<file path="src/rtl/seg7_pkg.sv">
// seg7_pkg: shared segment constants and the hex-to-segment table.
//   SEG_OFF  - all segments dark (active-low bus)
//   HEX2SEG  - 16-entry nibble -> {g,f,e,d,c,b,a} table, active-low
//   hex2seg  - table lookup helper
package seg7_pkg;

    localparam logic [6:0] SEG_OFF = 7'h7F;

    localparam logic [6:0] HEX2SEG [16] = '{
        7'h40, 7'h79, 7'h24, 7'h30, 7'h19, 7'h12, 7'h02, 7'h78,
        7'h00, 7'h10, 7'h08, 7'h03, 7'h46, 7'h21, 7'h06, 7'h0E
    };

    function automatic logic [6:0] hex2seg(input logic [3:0] nib);
        return HEX2SEG[nib];
    endfunction

endpackage

</file>
<file path="src/rtl/seg7_hex_decode.sv">
// seg7_hex_decode: combinational nibble -> active-low 7-segment pattern.
//   nib_i  in   4  hex nibble
//   seg_o  out  7  segments {g,f,e,d,c,b,a}, active-low
module seg7_hex_decode
    import seg7_pkg::*;
(
    input  logic [3:0] nib_i,
    output logic [6:0] seg_o
);

    assign seg_o = hex2seg(nib_i);

endmodule

</file>
<file path="src/rtl/seg7_scan_mux.sv">
// seg7_scan_mux: multiplexed N-digit 7-segment driver with double-buffered data.
//   clk, rst_n   clock, asynchronous active-low reset
//   en           scan enable
//   load_i       capture digits_i/dp_i/blank_i into the pending buffer
//   digits_i     hex nibbles, digit 0 in bits [3:0]
//   dp_i         decimal point per digit, 1 = lit
//   blank_i      force digit dark, 1 = blank
//   lz_blank_i   leading-zero suppression enable (live)
//   seg_o        segments {g,f,e,d,c,b,a}, active-low
//   dp_o         decimal point, active-low
//   an_o         digit anodes, active-low
//   frame_o      one-cycle pulse at each scan wrap
module seg7_scan_mux
    import seg7_pkg::*;
#(
    parameter int NUM_DIGITS  = 4,
    parameter int REFRESH_DIV = 100000,
    parameter int GHOST_CYC   = 16
) (
    input  logic                    clk,
    input  logic                    rst_n,
    input  logic                    en,
    input  logic                    load_i,
    input  logic [4*NUM_DIGITS-1:0] digits_i,
    input  logic [NUM_DIGITS-1:0]   dp_i,
    input  logic [NUM_DIGITS-1:0]   blank_i,
    input  logic                    lz_blank_i,
    output logic [6:0]              seg_o,
    output logic                    dp_o,
    output logic [NUM_DIGITS-1:0]   an_o,
    output logic                    frame_o
);

    localparam int DW = $clog2(REFRESH_DIV);
    localparam int IW = (NUM_DIGITS > 1) ? $clog2(NUM_DIGITS) : 1;
    localparam int NW = 4 * NUM_DIGITS;

    logic [DW-1:0]         div_cnt_q, div_cnt_d;
    logic [IW-1:0]         idx_q, idx_d;
    logic [NW-1:0]         pend_digits_q, pend_digits_d, act_digits_q, act_digits_d;
    logic [NUM_DIGITS-1:0] pend_dp_q, pend_dp_d, act_dp_q, act_dp_d;
    logic [NUM_DIGITS-1:0] pend_blank_q, pend_blank_d, act_blank_q, act_blank_d;
    logic                  pend_v_q, pend_v_d;
    logic [6:0]            seg_q, seg_d;
    logic                  dp_q, dp_d;
    logic [NUM_DIGITS-1:0] an_q, an_d;
    logic                  frame_q, frame_d;

    logic                  tc, boundary, show, lit, zero_run;
    logic [NUM_DIGITS-1:0] lz_mask, dark_vec;
    logic [3:0]            cur_nib;
    logic [6:0]            cur_seg;

    seg7_hex_decode u_dec (
        .nib_i (cur_nib),
        .seg_o (cur_seg)
    );

    always_comb begin
        tc        = en && (div_cnt_q == DW'(REFRESH_DIV - 1));
        boundary  = tc && (idx_q == IW'(NUM_DIGITS - 1));
        div_cnt_d = !en ? div_cnt_q : (tc ? '0 : div_cnt_q + 1'b1);
        idx_d     = !tc ? idx_q : (boundary ? '0 : idx_q + 1'b1);
    end

    // A load landing on the boundary bypasses pending so the new frame starts
    // with it; any boundary leaves nothing pending.
    always_comb begin
        pend_digits_d = load_i ? digits_i : pend_digits_q;
        pend_dp_d     = load_i ? dp_i     : pend_dp_q;
        pend_blank_d  = load_i ? blank_i  : pend_blank_q;
        pend_v_d      = !boundary && (load_i || pend_v_q);
        act_digits_d  = (boundary && load_i) ? digits_i :
                        (boundary && pend_v_q) ? pend_digits_q : act_digits_q;
        act_dp_d      = (boundary && load_i) ? dp_i :
                        (boundary && pend_v_q) ? pend_dp_q : act_dp_q;
        act_blank_d   = (boundary && load_i) ? blank_i :
                        (boundary && pend_v_q) ? pend_blank_q : act_blank_q;
    end

    // Walk from the most significant digit down; the run of zeros stays alive
    // only while every higher nibble is zero. Digit 0 is never included.
    always_comb begin
        lz_mask  = '0;
        zero_run = lz_blank_i;
        for (int i = NUM_DIGITS - 1; i > 0; i--) begin
            zero_run   = zero_run && (act_digits_q[4*i +: 4] == 4'h0);
            lz_mask[i] = zero_run;
        end
    end

    always_comb begin
        cur_nib  = act_digits_q[{idx_q, 2'b00} +: 4];
        dark_vec = act_blank_q | lz_mask;
        show     = en && !dark_vec[idx_q];
        lit      = show && (div_cnt_q >= DW'(GHOST_CYC));
        an_d     = ~(NUM_DIGITS'(lit) << idx_q);
        seg_d    = show ? cur_seg : SEG_OFF;
        dp_d     = show ? ~act_dp_q[idx_q] : 1'b1;
        frame_d  = boundary;
    end

    always_ff @(posedge clk or negedge rst_n) begin
        if (!rst_n) begin
            div_cnt_q     <= '0;
            idx_q         <= '0;
            pend_digits_q <= '0;
            pend_dp_q     <= '0;
            pend_blank_q  <= '0;
            pend_v_q      <= 1'b0;
            act_digits_q  <= '0;
            act_dp_q      <= '0;
            act_blank_q   <= '0;
            seg_q         <= SEG_OFF;
            dp_q          <= 1'b1;
            an_q          <= '1;
            frame_q       <= 1'b0;
        end else begin
            div_cnt_q     <= div_cnt_d;
            idx_q         <= idx_d;
            pend_digits_q <= pend_digits_d;
            pend_dp_q     <= pend_dp_d;
            pend_blank_q  <= pend_blank_d;
            pend_v_q      <= pend_v_d;
            act_digits_q  <= act_digits_d;
            act_dp_q      <= act_dp_d;
            act_blank_q   <= act_blank_d;
            seg_q         <= seg_d;
            dp_q          <= dp_d;
            an_q          <= an_d;
            frame_q       <= frame_d;
        end
    end

    assign seg_o   = seg_q;
    assign dp_o    = dp_q;
    assign an_o    = an_q;
    assign frame_o = frame_q;

endmodule

</file>
<file path="config.mk">
export PLATFORM = sky130hd
export DESIGN_NAME = seg7_scan_mux
export DESIGN_NICKNAME = d
export VERILOG_FILES = /design/src/rtl/seg7_pkg.sv /design/src/rtl/seg7_hex_decode.sv /design/src/rtl/seg7_scan_mux.sv
export SDC_FILE = /design/constraint.sdc
export NUM_CORES = 1
export LEC_CHECK = 0
export CAP_MARGIN = 20
export CORE_ASPECT_RATIO = 0.75
export CORE_MARGIN = 2
export CORE_UTILIZATION = 56
export DETAILED_ROUTE_END_ITERATION = 10
export GPL_TIMING_DRIVEN = 0
export MAX_ROUTING_LAYER = met4
export PLACE_DENSITY = 0.79
export SLEW_MARGIN = 20
export SYNTH_ARGS = -nofsm -noshare
export SYNTH_HDL_FRONTEND = slang
export SYNTH_SLANG_ARGS = --single-unit
export TNS_END_PERCENT = 30
</file>
<file path="constraint.sdc">
create_clock -name clk -period 2.85 [get_ports clk]
set_clock_uncertainty 0.15 [all_clocks]
set_input_delay 0.285 -clock clk [delete_from_list [all_inputs] [get_ports clk]]
set_output_delay 0.285 -clock clk [all_outputs]
set_load 0.1 [all_outputs]
</file>
==> reports/metrics.csv <==
metric,value,unit
layout.cells.non_filler,448,
track_usage,22.7,%
tritoncts,done,
fp.dieArea,7570,µm²
synth_top_family_by_area,multiplexers,
hold_depth,2,
nNetsFinal,398,
fin_crit_sh,91.9,%
gr-total-overflow,0,
setup_slack,230,ps
wl_per_cell,16.6,µm
htreeDepth,3,
reg2reg_to,seg_o[0],
totalPowerFinal,0.00253,W
antenna_found_initial,0,
hp-start,en,
setup_viol,0,
synth_area,3850,µm²
area_growth,19.5,%
final_antenna_net_count,0,
drt_pass1_iterations,4,
placed_area,4390,µm²
synth_top_area_share,44.8,%
cts.sinks,81,
grt_max_degree,62,
postCtsSetupBuffers,0,
synth-seq-cells,81,
cts_buffers,9,
p_per_area,548,nW/µm²
netSwitchingPower,0.000655,W
synthMuxAreaShare,19.8,%
p_comb_share,13.4,%
chipHeight,75.9,µm
start_util,57.2,%
rrSetupSlack,230,ps
start_kind,flop,
seq_area_frac_synth,53.0,%
synth_compound_area_share,4.54,%
drt_iter0_drc,100,
rows,26,
synth_area_leader_cell,dfrtp_1,
p_seq_share,51.4,%
synth-xor-area-share,2.95,%
clk_pin_slew,90,ps
rr_worst_depth,8,
relSlewSlack,35.4,%
n_antenna_cell,0,
worstHoldEndpoint,div_cnt_q[0],
crit_path_end_kind,flop,
syn_area_per_cell,12.6,µm²
rsz0062_at_grt,false,
fillers,482,
async_reset_ff_share,100,%
die_w,99.8,µm
dpl.cell_count,432,
synthSimpleGateAreaFrac,13.7,%
drv_slew,0,
power.internal,0.00187,W
swShare,25.9,%
vias,2578,
outcome,finished clean,
synthFlopType,dfrtp_1,
drive_above_1_share,24.5,%
io_pins,42,
hold_class,input port to flop,
dp_hpwl,5300,µm
place_congestion,0.847,
grt_pass1_wl,12500,µm
synth_area_leaders,"dfrtp_1 45%, mux2_2 13%, dfstp_2 8.2%",
drc,0,
avgViaCountPerCell,5.75,
clk_latency,360,ps
synth_cell_types,46,
place_ws,128,ps
port-buffer-count,40,
cts.root.buffer_cell,clkbuf_8,
synth_edf_count,0,
clock_path_buffers,2,
ys_warn_count,0,
fp.coreArea,6730,µm²
synthCells,307,
crit_arrival,2710,ps
finalCriticalPeriod,2620,ps
routed_wl,7440,µm
grt_pass1_vias,2605,
power.share.clock,35.2,%
cp.required,2940,ps
maxClockFrequency,382,MHz
ir_drop,0.353,mV
maxCapViolCount,0,
final_area,4610,µm²
crit_fanout,10,
synth_fp_nets,345,
leakagePower,1.98,nW
synthAdderAreaFrac,2.92,%
crit_type,flop to flop,
worst_pin_slew,966,ps
rr_startpoint,idx_q[0],
hold_viol_final,0,
[cell usage after synthesis, types with 5 or more instances]
| cell | n |
|---|---|
| nand3_1 | 12 |
| nand4_1 | 11 |
| nor2_1 | 19 |
| mux2_2 | 46 |
| dfrtp_1 | 69 |
| nor3_1 | 5 |
| dfstp_2 | 12 |
| ha_1 | 9 |
| xnor2_1 | 7 |
| mux4_2 | 5 |
| and4_1 | 5 |
| inv_1 | 10 |
| clkbuf_1 | 10 |
| xor2_1 | 6 |
| o21ai_0 | 7 |
| nand2_1 | 12 |
| mux2i_1 | 10 |
[registers in the layout, summed over array words and instances, names as in the netlist]
| register | flops |
|---|---|
| div_cnt_q | 17 |
| act_digits_q | 16 |
| pend_digits_q | 16 |
| seg_o | 7 |
| act_blank_q | 4 |
| act_dp_q | 4 |
| an_o | 4 |
| pend_blank_q | 4 |
| pend_dp_q | 4 |
| idx_q | 2 |
| dp_o | 1 |
| frame_o | 1 |
| pend_v_q | 1 |
[cell usage in the layout, fill, tap and decap left out, types with 10 or more instances in the layout]
cell / n
inv_1: 10
clkbuf_1: 11
mux2_2: 46
dfstp_2: 12
dfrtp_1: 69
nand3_1: 12
nor2_1: 19
nand2_1: 12
nand4_1: 11
clkdlybuf4s50_1: 39
mux2i_1: 10
[metal layers]
metal,up-vias,track usage [%],part of all wire (%)
met1,1269,28.6,45
li1,1217,-,-
met2,81,36.4,47
met5,-,-,0
met4,0,8.52,1.4
met3,11,5.41,5.6
[power groups by stage]
stage	Clock (W)	Combinational [W]	Sequential [W]
CTS	0.000912	0.000342	0.00130
global route	0.000955	0.000369	0.00131
floorplan	0	0.000146	0.00138
finish	0.000890	0.000338	0.00130
global placement	0	0.000326	0.00131
detailed placement	0	0.000341	0.00132
[critical path, stage by stage, from the launching register on]
cell and delay [ps]:
dfrtp_1 440, buf_4 230, mux4_2 610, inv_1 140, ha_1 280, inv_1 130, nand4_1 110, nand4_1 80
o311ai_0 340
[kinds of logic after synthesis]
family | Yosys count
mux | 64
buf+inv | 26
flops | 81
fa+ha+maj | 9
compound gates | 25
simple gates | 89
xor+xnor | 13
[per-stage QoR]
stage	util (%)	TNS [ps]	hold WS [ps]
after floorplan	-	0	-161
after global placement	64.8	-99080	327
after detailed placement	65.1	0	39.3
after CTS	68.4	0	16.4
after global routing	68.4	0	47.0
final	68.4	0	27.2
[what timing repair did]
item                       4_1_cts  5_1_grt
hold buffers                     1        0
hold endpoints to repair        34        0
setup endpoints to repair        0        1
resized for setup                0        2
[how the worst max path moves through the flow]
| stage | from | end | slack, ps | cells after the start |
|---|---|---|---|---|
| 5_1_grt | idx_q[0] | seg_o[0] | 40 | 8 |
| 3_5_place_dp | load_i | act_digits_q[6] | 130 | 5 |
| 4_1_cts | idx_q[0] | seg_o[0] | 170 | 8 |
| 3_3_place_gp | rst_n | act_digits_q[2] | -1360 | 1 |
| 6_report | idx_q[0] | seg_o[0] | 230 | 8 |
| 2_1_floorplan | idx_q[0] | seg_o[0] | 540 | 8 |
[cell type report]
class	instances	area, µm²	share of cell area (%)
clock inverter	5	81.3	1.77
inverter	10	37.5	0.815
clock buffer	10	128	2.77
timing repair buffer	42	435	9.45
multi-input combinational	200	1690	36.7
sequential	81	2040	44.3
tap	84	105	2.28
buffer	16	85.1	1.85
Power figures use the tool's default switching activity.
